### src/rtl/decode_pkg.sv
// Shared decode definitions: field positions, opcode sets, instruction classes, decoded entry.
// Used by decode_fields and instr_decode_stage (optional DECODE_STATS_EN counters live in the top).
package decode_pkg;

    localparam int unsigned OPCODE_MSB = 31;
    localparam int unsigned OPCODE_LSB = 26;
    localparam int unsigned RS_MSB     = 25;
    localparam int unsigned RS_LSB     = 21;
    localparam int unsigned RT_MSB     = 20;
    localparam int unsigned RT_LSB     = 16;
    localparam int unsigned SHAMT_MSB  = 15;
    localparam int unsigned SHAMT_LSB  = 11;
    localparam int unsigned FUNC_MSB   = 4;
    localparam int unsigned FUNC_LSB   = 0;
    localparam int unsigned IMM_MSB    = 15;
    localparam int unsigned IMM_LSB    = 0;
    localparam int unsigned LABEL_MSB  = 25;
    localparam int unsigned LABEL_LSB  = 0;

    localparam logic [5:0] OP_RTYPE = 6'h00;
    localparam logic [5:0] OP_J     = 6'h02;
    localparam logic [5:0] OP_JAL   = 6'h03;
    localparam logic [5:0] OP_BEQ   = 6'h04;
    localparam logic [5:0] OP_BNE   = 6'h05;
    localparam logic [5:0] OP_ADDI  = 6'h08;
    localparam logic [5:0] OP_ADDIU = 6'h09;
    localparam logic [5:0] OP_SLTI  = 6'h0A;
    localparam logic [5:0] OP_SLTIU = 6'h0B;
    localparam logic [5:0] OP_ANDI  = 6'h0C;
    localparam logic [5:0] OP_ORI   = 6'h0D;
    localparam logic [5:0] OP_XORI  = 6'h0E;
    localparam logic [5:0] OP_LUI   = 6'h0F;
    localparam logic [5:0] OP_LB    = 6'h20;
    localparam logic [5:0] OP_LW    = 6'h23;
    localparam logic [5:0] OP_SB    = 6'h28;
    localparam logic [5:0] OP_SW    = 6'h2B;

    localparam int unsigned NUM_I_OPS    = 14;
    localparam int unsigned NUM_J_OPS    = 2;
    localparam int unsigned NUM_ZEXT_OPS = 3;

    localparam logic [5:0] I_OPS [NUM_I_OPS] = '{
        OP_BEQ, OP_BNE, OP_ADDI, OP_ADDIU, OP_SLTI, OP_SLTIU, OP_ANDI,
        OP_ORI, OP_XORI, OP_LUI, OP_LB, OP_LW, OP_SB, OP_SW
    };
    localparam logic [5:0] J_OPS [NUM_J_OPS] = '{OP_J, OP_JAL};
    // Logical immediates take their operand zero-extended.
    localparam logic [5:0] ZEXT_OPS [NUM_ZEXT_OPS] = '{OP_ANDI, OP_ORI, OP_XORI};

    typedef enum logic [1:0] {
        ClassR   = 2'd0,
        ClassI   = 2'd1,
        ClassJ   = 2'd2,
        ClassIll = 2'd3
    } iclass_e;

    typedef enum logic [1:0] {
        StEmpty = 2'd0,
        StOne   = 2'd1,
        StFull  = 2'd2
    } occ_state_e;

    // Immediate is kept outside the struct because its width follows DATA_W.
    typedef struct packed {
        logic [5:0]  opcode;
        logic [4:0]  rs;
        logic [4:0]  rt;
        logic [4:0]  shamt;
        logic [4:0]  func;
        logic [25:0] label;
        iclass_e     iclass;
        logic        illegal;
    } entry_t;

    localparam entry_t ENTRY_RST = '{
        opcode:  6'd0,
        rs:      5'd0,
        rt:      5'd0,
        shamt:   5'd0,
        func:    5'd0,
        label:   26'd0,
        iclass:  ClassIll,
        illegal: 1'b0
    };

    function automatic logic is_i_op(input logic [5:0] op);
        logic hit;
        hit = 1'b0;
        for (int k = 0; k < NUM_I_OPS; k++) begin
            if (I_OPS[k] == op) hit = 1'b1;
        end
        return hit;
    endfunction

    function automatic logic is_j_op(input logic [5:0] op);
        logic hit;
        hit = 1'b0;
        for (int k = 0; k < NUM_J_OPS; k++) begin
            if (J_OPS[k] == op) hit = 1'b1;
        end
        return hit;
    endfunction

    function automatic logic is_zext_op(input logic [5:0] op);
        logic hit;
        hit = 1'b0;
        for (int k = 0; k < NUM_ZEXT_OPS; k++) begin
            if (ZEXT_OPS[k] == op) hit = 1'b1;
        end
        return hit;
    endfunction

endpackage

### src/rtl/decode_fields.sv
// Combinational splitter: raw instruction word -> decoded entry plus extended immediate.
// Bits of instr above 31 are ignored.
module decode_fields
    import decode_pkg::*;
#(
    parameter int unsigned INSTR_W = 32,
    parameter int unsigned DATA_W  = 32
) (
    input  logic [INSTR_W-1:0] instr,
    output entry_t             entry,
    output logic [DATA_W-1:0]  imm_ext
);

    logic [31:0] w;
    logic [5:0]  op;
    logic [15:0] imm;

    assign w   = instr[31:0];
    assign op  = w[OPCODE_MSB:OPCODE_LSB];
    assign imm = w[IMM_MSB:IMM_LSB];

    always_comb begin
        entry         = ENTRY_RST;
        entry.opcode  = op;
        entry.rs      = w[RS_MSB:RS_LSB];
        entry.rt      = w[RT_MSB:RT_LSB];
        entry.shamt   = w[SHAMT_MSB:SHAMT_LSB];
        entry.func    = w[FUNC_MSB:FUNC_LSB];
        entry.label   = w[LABEL_MSB:LABEL_LSB];
        entry.illegal = 1'b0;
        if (op == OP_RTYPE) begin
            entry.iclass = ClassR;
        end else if (is_j_op(op)) begin
            entry.iclass = ClassJ;
        end else if (is_i_op(op)) begin
            entry.iclass = ClassI;
        end else begin
            entry.iclass  = ClassIll;
            entry.illegal = 1'b1;
        end
    end

    // Everything except logical immediates sign-extends, including R/J where it is unused.
    assign imm_ext = is_zext_op(op) ? DATA_W'(imm) : DATA_W'($signed(imm));

endmodule

### src/rtl/instr_decode_stage.sv
// Registered decode stage with a 1- or 2-entry buffer, valid/ready on both sides and flush.
// Optional macro DECODE_STATS_EN adds saturating per-class delivery counters.
module instr_decode_stage
    import decode_pkg::*;
#(
    parameter int unsigned INSTR_W = 32,
    parameter int unsigned DATA_W  = 32,
    parameter int unsigned DEPTH   = 2
) (
    input  logic               clk,
    input  logic               rst_n,
    input  logic               flush,
    input  logic               in_valid,
    output logic               in_ready,
    input  logic [INSTR_W-1:0] instr,
    output logic               out_valid,
    input  logic               out_ready,
    output logic [5:0]         opcode,
    output logic [4:0]         rs,
    output logic [4:0]         rt,
    output logic [4:0]         shamt,
    output logic [4:0]         func,
    output logic [DATA_W-1:0]  imm_ext,
    output logic [25:0]        label,
    output logic [1:0]         iclass,
    output logic               illegal
`ifdef DECODE_STATS_EN
    ,
    output logic [15:0]        stat_r,
    output logic [15:0]        stat_i,
    output logic [15:0]        stat_j,
    output logic [15:0]        stat_ill
`endif
);

    if (INSTR_W < 32 || DATA_W < 16 || (DEPTH != 1 && DEPTH != 2)) begin : g_bad_param
        $error("instr_decode_stage: unsupported INSTR_W/DATA_W/DEPTH");
    end

    entry_t              new_entry;
    logic [DATA_W-1:0]   new_imm;

    decode_fields #(
        .INSTR_W (INSTR_W),
        .DATA_W  (DATA_W)
    ) u_decode_fields (
        .instr   (instr),
        .entry   (new_entry),
        .imm_ext (new_imm)
    );

    occ_state_e        state_q, state_d;
    entry_t            head_q, head_d, skid_q, skid_d;
    logic [DATA_W-1:0] head_imm_q, head_imm_d, skid_imm_q, skid_imm_d;
    logic              in_xfer, out_xfer;

    assign out_valid = (state_q != StEmpty);
    // A word offered during flush is dropped regardless of in_ready.
    assign in_xfer   = in_valid & in_ready & ~flush;
    assign out_xfer  = out_valid & out_ready;

    always_comb begin
        state_d    = state_q;
        head_d     = head_q;
        head_imm_d = head_imm_q;
        skid_d     = skid_q;
        skid_imm_d = skid_imm_q;
        unique case (state_q)
            StEmpty: begin
                if (in_xfer) begin
                    head_d     = new_entry;
                    head_imm_d = new_imm;
                    state_d    = StOne;
                end
            end
            StOne: begin
                if (in_xfer && out_xfer) begin
                    head_d     = new_entry;
                    head_imm_d = new_imm;
                end else if (in_xfer) begin
                    skid_d     = new_entry;
                    skid_imm_d = new_imm;
                    state_d    = (DEPTH > 1) ? StFull : StOne;
                end else if (out_xfer) begin
                    state_d = StEmpty;
                end
            end
            StFull: begin
                if (out_xfer) begin
                    head_d     = skid_q;
                    head_imm_d = skid_imm_q;
                    state_d    = StOne;
                end
            end
            default: state_d = StEmpty;
        endcase
        if (flush) state_d = StEmpty;
    end

    always_ff @(posedge clk or negedge rst_n) begin
        if (!rst_n) begin
            state_q    <= StEmpty;
            head_q     <= ENTRY_RST;
            head_imm_q <= '0;
            skid_q     <= ENTRY_RST;
            skid_imm_q <= '0;
        end else begin
            state_q    <= state_d;
            head_q     <= head_d;
            head_imm_q <= head_imm_d;
            skid_q     <= skid_d;
            skid_imm_q <= skid_imm_d;
        end
    end

    if (DEPTH == 1) begin : g_ready_comb
        assign in_ready = ~out_valid | out_ready;
    end else begin : g_ready_reg
        logic in_ready_q;
        always_ff @(posedge clk or negedge rst_n) begin
            if (!rst_n) begin
                in_ready_q <= 1'b1;
            end else begin
                in_ready_q <= (state_d != StFull);
            end
        end
        assign in_ready = in_ready_q;
    end

    assign opcode  = head_q.opcode;
    assign rs      = head_q.rs;
    assign rt      = head_q.rt;
    assign shamt   = head_q.shamt;
    assign func    = head_q.func;
    assign label   = head_q.label;
    assign iclass  = head_q.iclass;
    assign illegal = head_q.illegal;
    assign imm_ext = head_imm_q;

`ifdef DECODE_STATS_EN
    // Counters survive flush; only reset clears them.
    logic [15:0] stat_q [4];

    always_ff @(posedge clk or negedge rst_n) begin
        if (!rst_n) begin
            for (int k = 0; k < 4; k++) stat_q[k] <= '0;
        end else if (out_xfer && stat_q[head_q.iclass] != 16'hFFFF) begin
            stat_q[head_q.iclass] <= stat_q[head_q.iclass] + 16'd1;
        end
    end

    assign stat_r   = stat_q[ClassR];
    assign stat_i   = stat_q[ClassI];
    assign stat_j   = stat_q[ClassJ];
    assign stat_ill = stat_q[ClassIll];
`endif

endmodule

### config.mk
export PLATFORM = sky130hd
export DESIGN_NAME = instr_decode_stage
export DESIGN_NICKNAME = d
export VERILOG_FILES = /design/src/rtl/decode_pkg.sv /design/src/rtl/decode_fields.sv /design/src/rtl/instr_decode_stage.sv
export SDC_FILE = /design/constraint.sdc
export NUM_CORES = 1
export LEC_CHECK = 0
export CAP_MARGIN = 20
export CORE_MARGIN = 2
export CORE_UTILIZATION = 50
export CTS_CLUSTER_SIZE = 16
export DETAILED_ROUTE_END_ITERATION = 8
export PLACE_DENSITY = 0.85
export SLEW_MARGIN = 20
export SYNTH_ARGS = -nofsm -noshare
export SYNTH_HDL_FRONTEND = slang
export SYNTH_SLANG_ARGS = --single-unit
### constraint.sdc
create_clock -name clk -period 3.4 [get_ports clk]
set_clock_uncertainty 0.1 [all_clocks]
set_input_delay 0.51 -clock clk [delete_from_list [all_inputs] [get_ports clk]]
set_output_delay 0.51 -clock clk [all_outputs]
set_load 0.05 [all_outputs]
== Word level (Yosys, flattened, before mapping) ==
Index checks and enable logic that the tools add are counted.

* Bits of input ports: 37
* Register bits after elaboration: 177
* Output and inout port bits: 89

* Bitwise logic cells: 5
* Reductions and logical operators: 7
* Eq/ne operators: 22
* Muxes and demuxes: 44

{| class="wikitable"
|+ Operator list
! kind !! count
|-
| two-way mux 55 bit || 3
|-
| case mux 55 bit (3 select lines) || 1
|-
| two-way mux 32 bit || 4
|-
| case mux 32 bit (3 select lines) || 1
|-
| equality test 4 x 6 -> 1 bit, first input constant || 8
|-
| two-way mux 1 bit || 25
|-
| equality test 6 bit, first input constant || 4
|-
| two-way mux 2 bit || 9
|-
| equality test 2 x 6 -> 1 bit, first input constant || 2
|-
| equality test 3 x 6 -> 1 bit, first input constant || 2
|-
| != test 2 bit, second input constant || 4
|-
| zero test 6 bit || 1
|-
| case mux 2 bit (3 select lines) || 1
|-
| AND reduction 4 bit || 1
|-
| AND 1 bit || 3
|-
| AND reduction 3 bit || 1
|-
| nonzero test 3 bit || 1
|-
| equality test 2 x 1 -> 1 bit, second input constant || 1
|-
| equality test 2 bit, second input constant || 1
|-
| zero test 2 bit || 1
|-
| NOT 1 bit || 2
|-
| nonzero test 2 bit || 1
|-
| logical AND 1 bit || 1
|}

== Longest topological paths before layout ==
Gate-level depths: netlist (run 1).

* Word-level depth: 22
* Mapped depth: 7
* Mapped depth without buffers: 4

== By module ==
Synthesis (run 1) repeated with hierarchy kept, for this count alone.

* Cells, all modules: 678
* Area, all modules: 8146.6 µm²

{| class="wikitable"
|+ Modules (own cells, without submodules)
! module !! times used !! area an instance (µm²) !! seq. area each (µm²) !! cells each
|-
| instr_decode_stage || 1 || 7422.1 || 4435.5 || 578
|-
| decode_fields || 1 || 724.4 || 0.0 || 100
|}

== Least setup slack after synthesis (run 1) ==
OpenSTA, ideal clock, no wires.

* Kind: register to register
* Start point: register g_ready_reg.in_ready_q (netlist: in_ready)
* End point: register skid_q[10] (netlist bit)
* Required time: 3.175 ns
* Data arrival time: 1.774 ns
* Stages on the path, launching flop included: 6
* Library setup time: 0.125 ns
* Slack: 1.401 ns
* Cells stage by stage: dfstp_2 nand4bb_4 or3b_1 buf_6 buf_12 mux2_4

* Longest elaborated chain between the ends: 5

{| class="wikitable"
|+ Ends and longest elaborated chain
! item !! line !! source
|-
| start: declaration || instr_decode_stage.sv:119 || <nowiki>logic in_ready_q;</nowiki>
|-
| start signal: assignment || instr_decode_stage.sv:124 || <nowiki>in_ready_q <= (state_d != StFull);</nowiki>
|-
| AND 1 bit (*) (2 in a row) || instr_decode_stage.sv:59 || <nowiki>assign in_xfer = in_valid & in_ready & ~flush;</nowiki>
|-
| logical AND 1 bit || instr_decode_stage.sv:77 || <nowiki>if (in_xfer && out_xfer) begin</nowiki>
|-
| NOT 1 bit (no line) || n/a ||
|-
| AND reduction 3 bit (no line) (*) || n/a ||
|-
| end signal: assignment || instr_decode_stage.sv:111 || <nowiki>skid_q <= skid_d;</nowiki>
|-
| end: declaration || instr_decode_stage.sv:53 || <nowiki>entry_t head_q, head_d, skid_q, skid_d;</nowiki>
|}

Mark *: on every way between the ends. The rest lies on a longest branch, timed or not.
A chain may end at the register's enable or synchronous reset.

==> impl_metrics.tcl, run 1 <==
set metrics [dict create \
    clk_path_buf_depth 2 \
    grt_antenna_before_repair 0 \
    worstSetupPathType "flip-flop to primary output" \
    synth.cell_area_mm2 0.00395 \
    irDropWorstVdd_mv 0.319 \
    synth_enable_flop_cells 0 \
    crit_buf_inv 1 \
    arrival_ns 1.89 \
    synth-seq-area-share_pct 47.7 \
    n_antenna_cell 0 \
    layout_min_cycle_time_ns 2.50 \
    critical-path-top-delay-family "buffers and inverters" \
    timing_max_transition_violations_final 0 \
    hold_class "input pin to async pin" \
    num_rows 32 \
    worst-endpoint-required_ns 2.79 \
    setup_tns_ns 0 \
    drt.antenna.violating_nets 0 \
    post_cts.repair.setup_buffers 0 \
    reg2reg_from "state_q[1]" \
    yosys_register_bits 75 \
    vias_in_the_first_global_route 2597 \
    synthesis.yosys.warnings 0 \
    min_period_over_period_pct 73.6 \
    reg2reg_slack_ns 1.11 \
    worstSetupStartpoint "imm_ext[30]" \
    cellLeakagePower_nw 2.34 \
    grt_remaining_overflow 0 \
    cts_hold_repair_buffers 0 \
    multi_input_area_mm2 0.00155 \
    nFillCells 615 \
    status "finished, final reports clean" \
    finalPower_mw 3.98 \
    clock-root-buffer "clkbuf_8" \
    netlist_instances 360 \
    cts_sinks 75 \
    detailroute.via_count 2680 \
    clkLatencyLatePin_ns 0.34 \
    cp-start-kind "flip-flop" \
    tritoncts "yes" \
    dp_hpwl_um 5450 \
    critical_path.slowest_cell "clkdlybuf4s50_1" \
    dr.pass1.iters 6 \
    slew_headroom_pct 38.0 \
    cap_violations 0 \
    cp-end-kind "primary output" \
    r2r_cells 4 \
    route.final.wire_length_um 7890 \
    max_clock_freq_mhz 400 \
    ff_latch_area_mm2 0.00188 \
    cp_max_fo 17 \
    cts_buffers 9 \
    path_cells "clkdlybuf4s50_1" \
    routed_wire_length_per_instance_um 14.7 \
    largest_net_degree_at_the_start_of_global_routing 76 \
    die_w_um 92.8 \
    port-buffer-count 125 \
    postCtsResizedCells 0 \
    post-route-drc-count 0 \
    grt.total_usage_pct 18.7 \
    design.portCount 126 \
    final_layout_size_suffix_gt1_share_pct 21.8 \
    viasPerCell 4.99 \
    setup-violations-final 0 \
    cts_htree_levels 3 \
    ys_types 36 \
    drt_iter0_markers 103 \
    layout.cells.most_common "clkdlybuf4s50_1" \
    final_cell_mix "124 x clkdlybuf4s50_1, 102 x nand2_1, 70 x dfrtp_1" \
    start_util_pct 51.3 \
    critical_path_cell_count 1 \
    finalNonFillerCells 537 \
    floorplan.core_area_mm2 0.00769 \
    avgSynthCellArea_um2 11.0 \
    critPathMaxStageDelay_ns 0.92 \
    design.final.nets 467 \
    fp.dieArea_mm2 0.00862 \
    power-per-cell-area_mw_per_mm2 778 \
    critical_path_endpoint "imm_ext[22]" \
    worst_r2r_end "skid_q[45]" \
    hold_viol 0 \
    tightestPinTransition_ns 0.929 \
    gp_congestion 0.797 \
    synth-main-ff-cell "dfrtp_1" \
    placedCellCount 521 \
    global_route_wire_length_before_repair_um 12800 \
    synth.net_count 397 \
    die_height_um 92.8 \
    area_overhead_vs_synth_pct 29.6 \
    clkSlewWorstSetupHoldPaths_ns 0.08 \
    ys_async_sr_fraction_pct 100 \
    rsz_0062_raised_after_global_routing "no" \
]
-- worst min-delay path by stage --
| stage | to | from | cells past startpoint |
|---|---|---|---|
| 2_1_floorplan | func[0] | rst_n | 0 |
| 3_3_place_gp | skid_imm_q[30] | skid_imm_q[30] | 2 |
| 3_5_place_dp | skid_imm_q[30] | skid_imm_q[30] | 2 |
| 4_1_cts | rs[0] | rst_n | 1 |
| 5_1_grt | rs[0] | rst_n | 1 |
| 6_report | state_q[0] | rst_n | 1 |
-- power by group --
| part | switching [mW] | internal, mW | total (mW) |
|---|---|---|---|
| registers | 0.162 | 1.13 | 1.29 |
| logic | 1.13 | 0.689 | 1.82 |
| clock network | 0.318 | 0.547 | 0.865 |
-- sequential cells by signal, indices dropped and copies added (netlist names) --
name / flops
rt: 4
illegal: 1
skid_q: 35
func: 4
state_q: 2
opcode: 6
in_ready: 1
rs: 4
iclass: 2
shamt: 4
label: 10
imm_ext: 1
skid_imm_q: 1
-- Yosys cell counts (all sizes together) (4+ instances only) --
cell    count  share of area [%]
nor2b       4               0.63
clkbuf     10               0.95
mux2       65                 21
buf        59                 12
o21ai      10                1.3
nand2     102                9.7
nor2        4               0.38
dfstp       5                3.3
a21oi       6               0.86
dfrtp      70                 44
-- cell families after synthesis --
logic type      synth area share [%]
compound gates                  4.50
buf+inv                         13.3
flops                           47.7
mux                             21.5
simple gates                    13.0
-- area by class of cell --
type                            count  share of cell area [%]
Clock buffer                       12                    3.23
Sequential cell                    75                    36.8
Timing Repair Buffer              128                    25.1
Multi-Input combinational cell    214                    30.4
Clock inverter                      4                    1.86
Tap cell                          102                    2.50
Inverter                            2                   0.147
-- per-layer routing --
| layer | global-route usage, % | vias up | routed length, µm |
|---|---|---|---|
| li1 | - | 1284 | - |
| met1 | 24.7 | 1300 | 3480 |
| met2 | 30.9 | 87 | 3930 |
| met3 | 3.91 | 9 | 400 |
| met4 | 6.25 | 0 | 89 |
| met5 | 0 | - | 0 |
-- metrics by stage --
stage,cell area (µm²),hold WS (ns),utilization [%],worst slack [ns]
floorplan,3950,0.114,-,1.40
CTS,5110,0.242,66.5,0.867
detailed placement,4850,0.372,63.2,0.571
finish,5110,0.205,66.5,0.899
global route,5110,0.280,66.5,0.802
global placement,4850,0.362,63.2,0.634
(Power assumes the default switching activity.)
==> inputs of run 2 (changes only) <==
--- a/config.mk
+++ b/config.mk
@@ -7,10 +7,10 @@
 export LEC_CHECK = 0
 export CAP_MARGIN = 20
 export CORE_MARGIN = 2
-export CORE_UTILIZATION = 50
+export CORE_UTILIZATION = 42
 export CTS_CLUSTER_SIZE = 16
 export DETAILED_ROUTE_END_ITERATION = 8
-export PLACE_DENSITY = 0.85
+export PLACE_DENSITY = 0.77
 export SLEW_MARGIN = 20
 export SYNTH_ARGS = -nofsm -noshare
 export SYNTH_HDL_FRONTEND = slang
==> constraint.sdc (replaced) <==
create_clock -name clk -period 2.1 [get_ports clk]
set_clock_uncertainty 0.1 [all_clocks]
set_input_delay 0.315 -clock clk [delete_from_list [all_inputs] [get_ports clk]]
set_output_delay 0.315 -clock clk [all_outputs]
set_load 0.05 [all_outputs]
==> impl_metrics.tcl, run 2 (same netlist as run 1, synthesis figures left out) <==
set metrics [dict create \
    status "finished, final reports clean" \
    hold_viol 0 \
    top_register "skid_q" \
    num_rows 35 \
    viasPerCell 4.87 \
    clock-root-buffer "clkbuf_8" \
    setup-violations-final 0 \
    vias_in_the_first_global_route 2752 \
    drt.antenna.violating_nets 0 \
    path_cells "clkdlybuf4s50_1" \
    worstSetupPathType "flip-flop to primary output" \
    layout.cells.most_common "clkdlybuf4s50_1" \
    tritoncts "yes" \
    final.hold.worst_slack_ns 0.382 \
    n_antenna_cell 0 \
    gp_congestion 0.716 \
    post-route-drc-count 0 \
    hold_class "input pin to async pin" \
    cts_htree_levels 3 \
    placedCellCount 546 \
    postCtsResizedCells 0 \
    floorplan.core_area_mm2 0.00920 \
    cap_violations 0 \
    max_clock_freq_mhz 500 \
    route.final.wire_length_um 8160 \
    slew_headroom_pct 63.9 \
    critical_path.slowest_cell "clkdlybuf4s50_1" \
    min_period_over_period_pct 95.2 \
    drt_iter0_markers 86 \
    tightestPinTransition_ns 0.540 \
    rsz_0062_raised_after_global_routing "no" \
    final_core_utilization_pct 56.1 \
    crit_buf_inv 1 \
    worst_r2r_end "skid_q[46]" \
    cp-start-kind "flip-flop" \
    detailroute.via_count 2744 \
    arrival_ns 1.58 \
    cellLeakagePower_nw 2.41 \
    die_w_um 101 \
    fp.dieArea_mm2 0.0102 \
    grt.total_usage_pct 16.7 \
    cp-end-kind "primary output" \
    grt_antenna_before_repair 0 \
    start_util_pct 42.9 \
    clkSlewWorstSetupHoldPaths_ns 0.08 \
    final_cell_mix "104 x clkdlybuf4s50_1, 102 x nand2_1, 70 x dfrtp_1" \
    design.portCount 126 \
    design.final.nets 484 \
    largest_reg_flops 35 \
    grt_remaining_overflow 0 \
    r2r_cells 4 \
    setup_tns_ns 0 \
    critPathMaxStageDelay_ns 0.83 \
    reg2reg_from "in_ready" \
    area_overhead_vs_synth_pct 30.8 \
    layout_min_cycle_time_ns 2.00 \
    dp_hpwl_um 5650 \
    largest_net_degree_at_the_start_of_global_routing 43 \
    cts_buffers 9 \
    cp_max_fo 4 \
    reg2reg_slack_ns 0.13 \
    finalNonFillerCells 563 \
    global_route_wire_length_before_repair_um 13400 \
    die_height_um 101 \
    timing_max_transition_violations_final 0 \
    routed_wire_length_per_instance_um 14.5 \
    clkLatencyLatePin_ns 0.34 \
    final_layout_size_suffix_gt1_share_pct 29.0 \
    power-per-cell-area_mw_per_mm2 1190 \
    irDropWorstVdd_mv 0.560 \
    critical_path_cell_count 1 \
    clk_path_buf_depth 2 \
    critical-path-top-delay-family "buffers and inverters" \
    worst-endpoint-required_ns 1.68 \
    dr.pass1.iters 6 \
    port-buffer-count 125 \
    cts_sinks 75 \
]
-- run 2: per-layer routing --
metal | part of all wire, % | track usage, % | routed length [µm]
met5 | 0 | 0 | 0
met4 | 0.83 | 5.30 | 68
met3 | 4.5 | 3.47 | 364
met2 | 50 | 28.1 | 4050
met1 | 45 | 21.7 | 3670
-- run 2: how the worst max path moves through the flow --
| stage | startpoint | to |
|---|---|---|
| final | shamt[2] | shamt[2] |
| after floorplan | in_ready | skid_q[10] |
| after CTS | label[15] | label[15] |
| after global routing | label[15] | label[15] |
| after detailed placement | flush | skid_q[36] |
| after global placement | in_valid | skid_q[30] |
-- run 2: repair_timing --
| action | 4_1_cts | 5_1_grt |
|---|---|---|
| setup endpoints to repair | 0 | 0 |
| hold buffers | 1 | 0 |
| hold endpoints to repair | 28 | 0 |
| buffers inserted | 0 | 0 |
-- run 2: cell type report --
type | instances | area [µm²]
repair buffers | 145 | 1390
flip-flops and latches | 75 | 1880
fillers | 800 | 4030
clock inverters | 7 | 68.8
multi-input cells | 214 | 1550
inverters | 2 | 7.51
clock buffers | 9 | 124
well taps | 111 | 139
-- run 2: power breakdown --
part           switching [mW]  total, mW  internal (mW)  leakage, nW
sequential              0.260       2.09           1.83        0.899
combinational            1.84       2.95           1.11         1.42
clock                   0.551       1.10          0.544       0.0950
-- run 2: per-stage QoR --
stage                     setup WS, ns  area (µm²)  power (mW)
after floorplan                  0.101        3950        4.39
after global placement          -0.116        4960        5.01
after detailed placement        -0.155        4960        5.07
after CTS                       0.0716        5160        6.19
after global routing            0.0359        5160        6.41
final                            0.101        5160        6.13
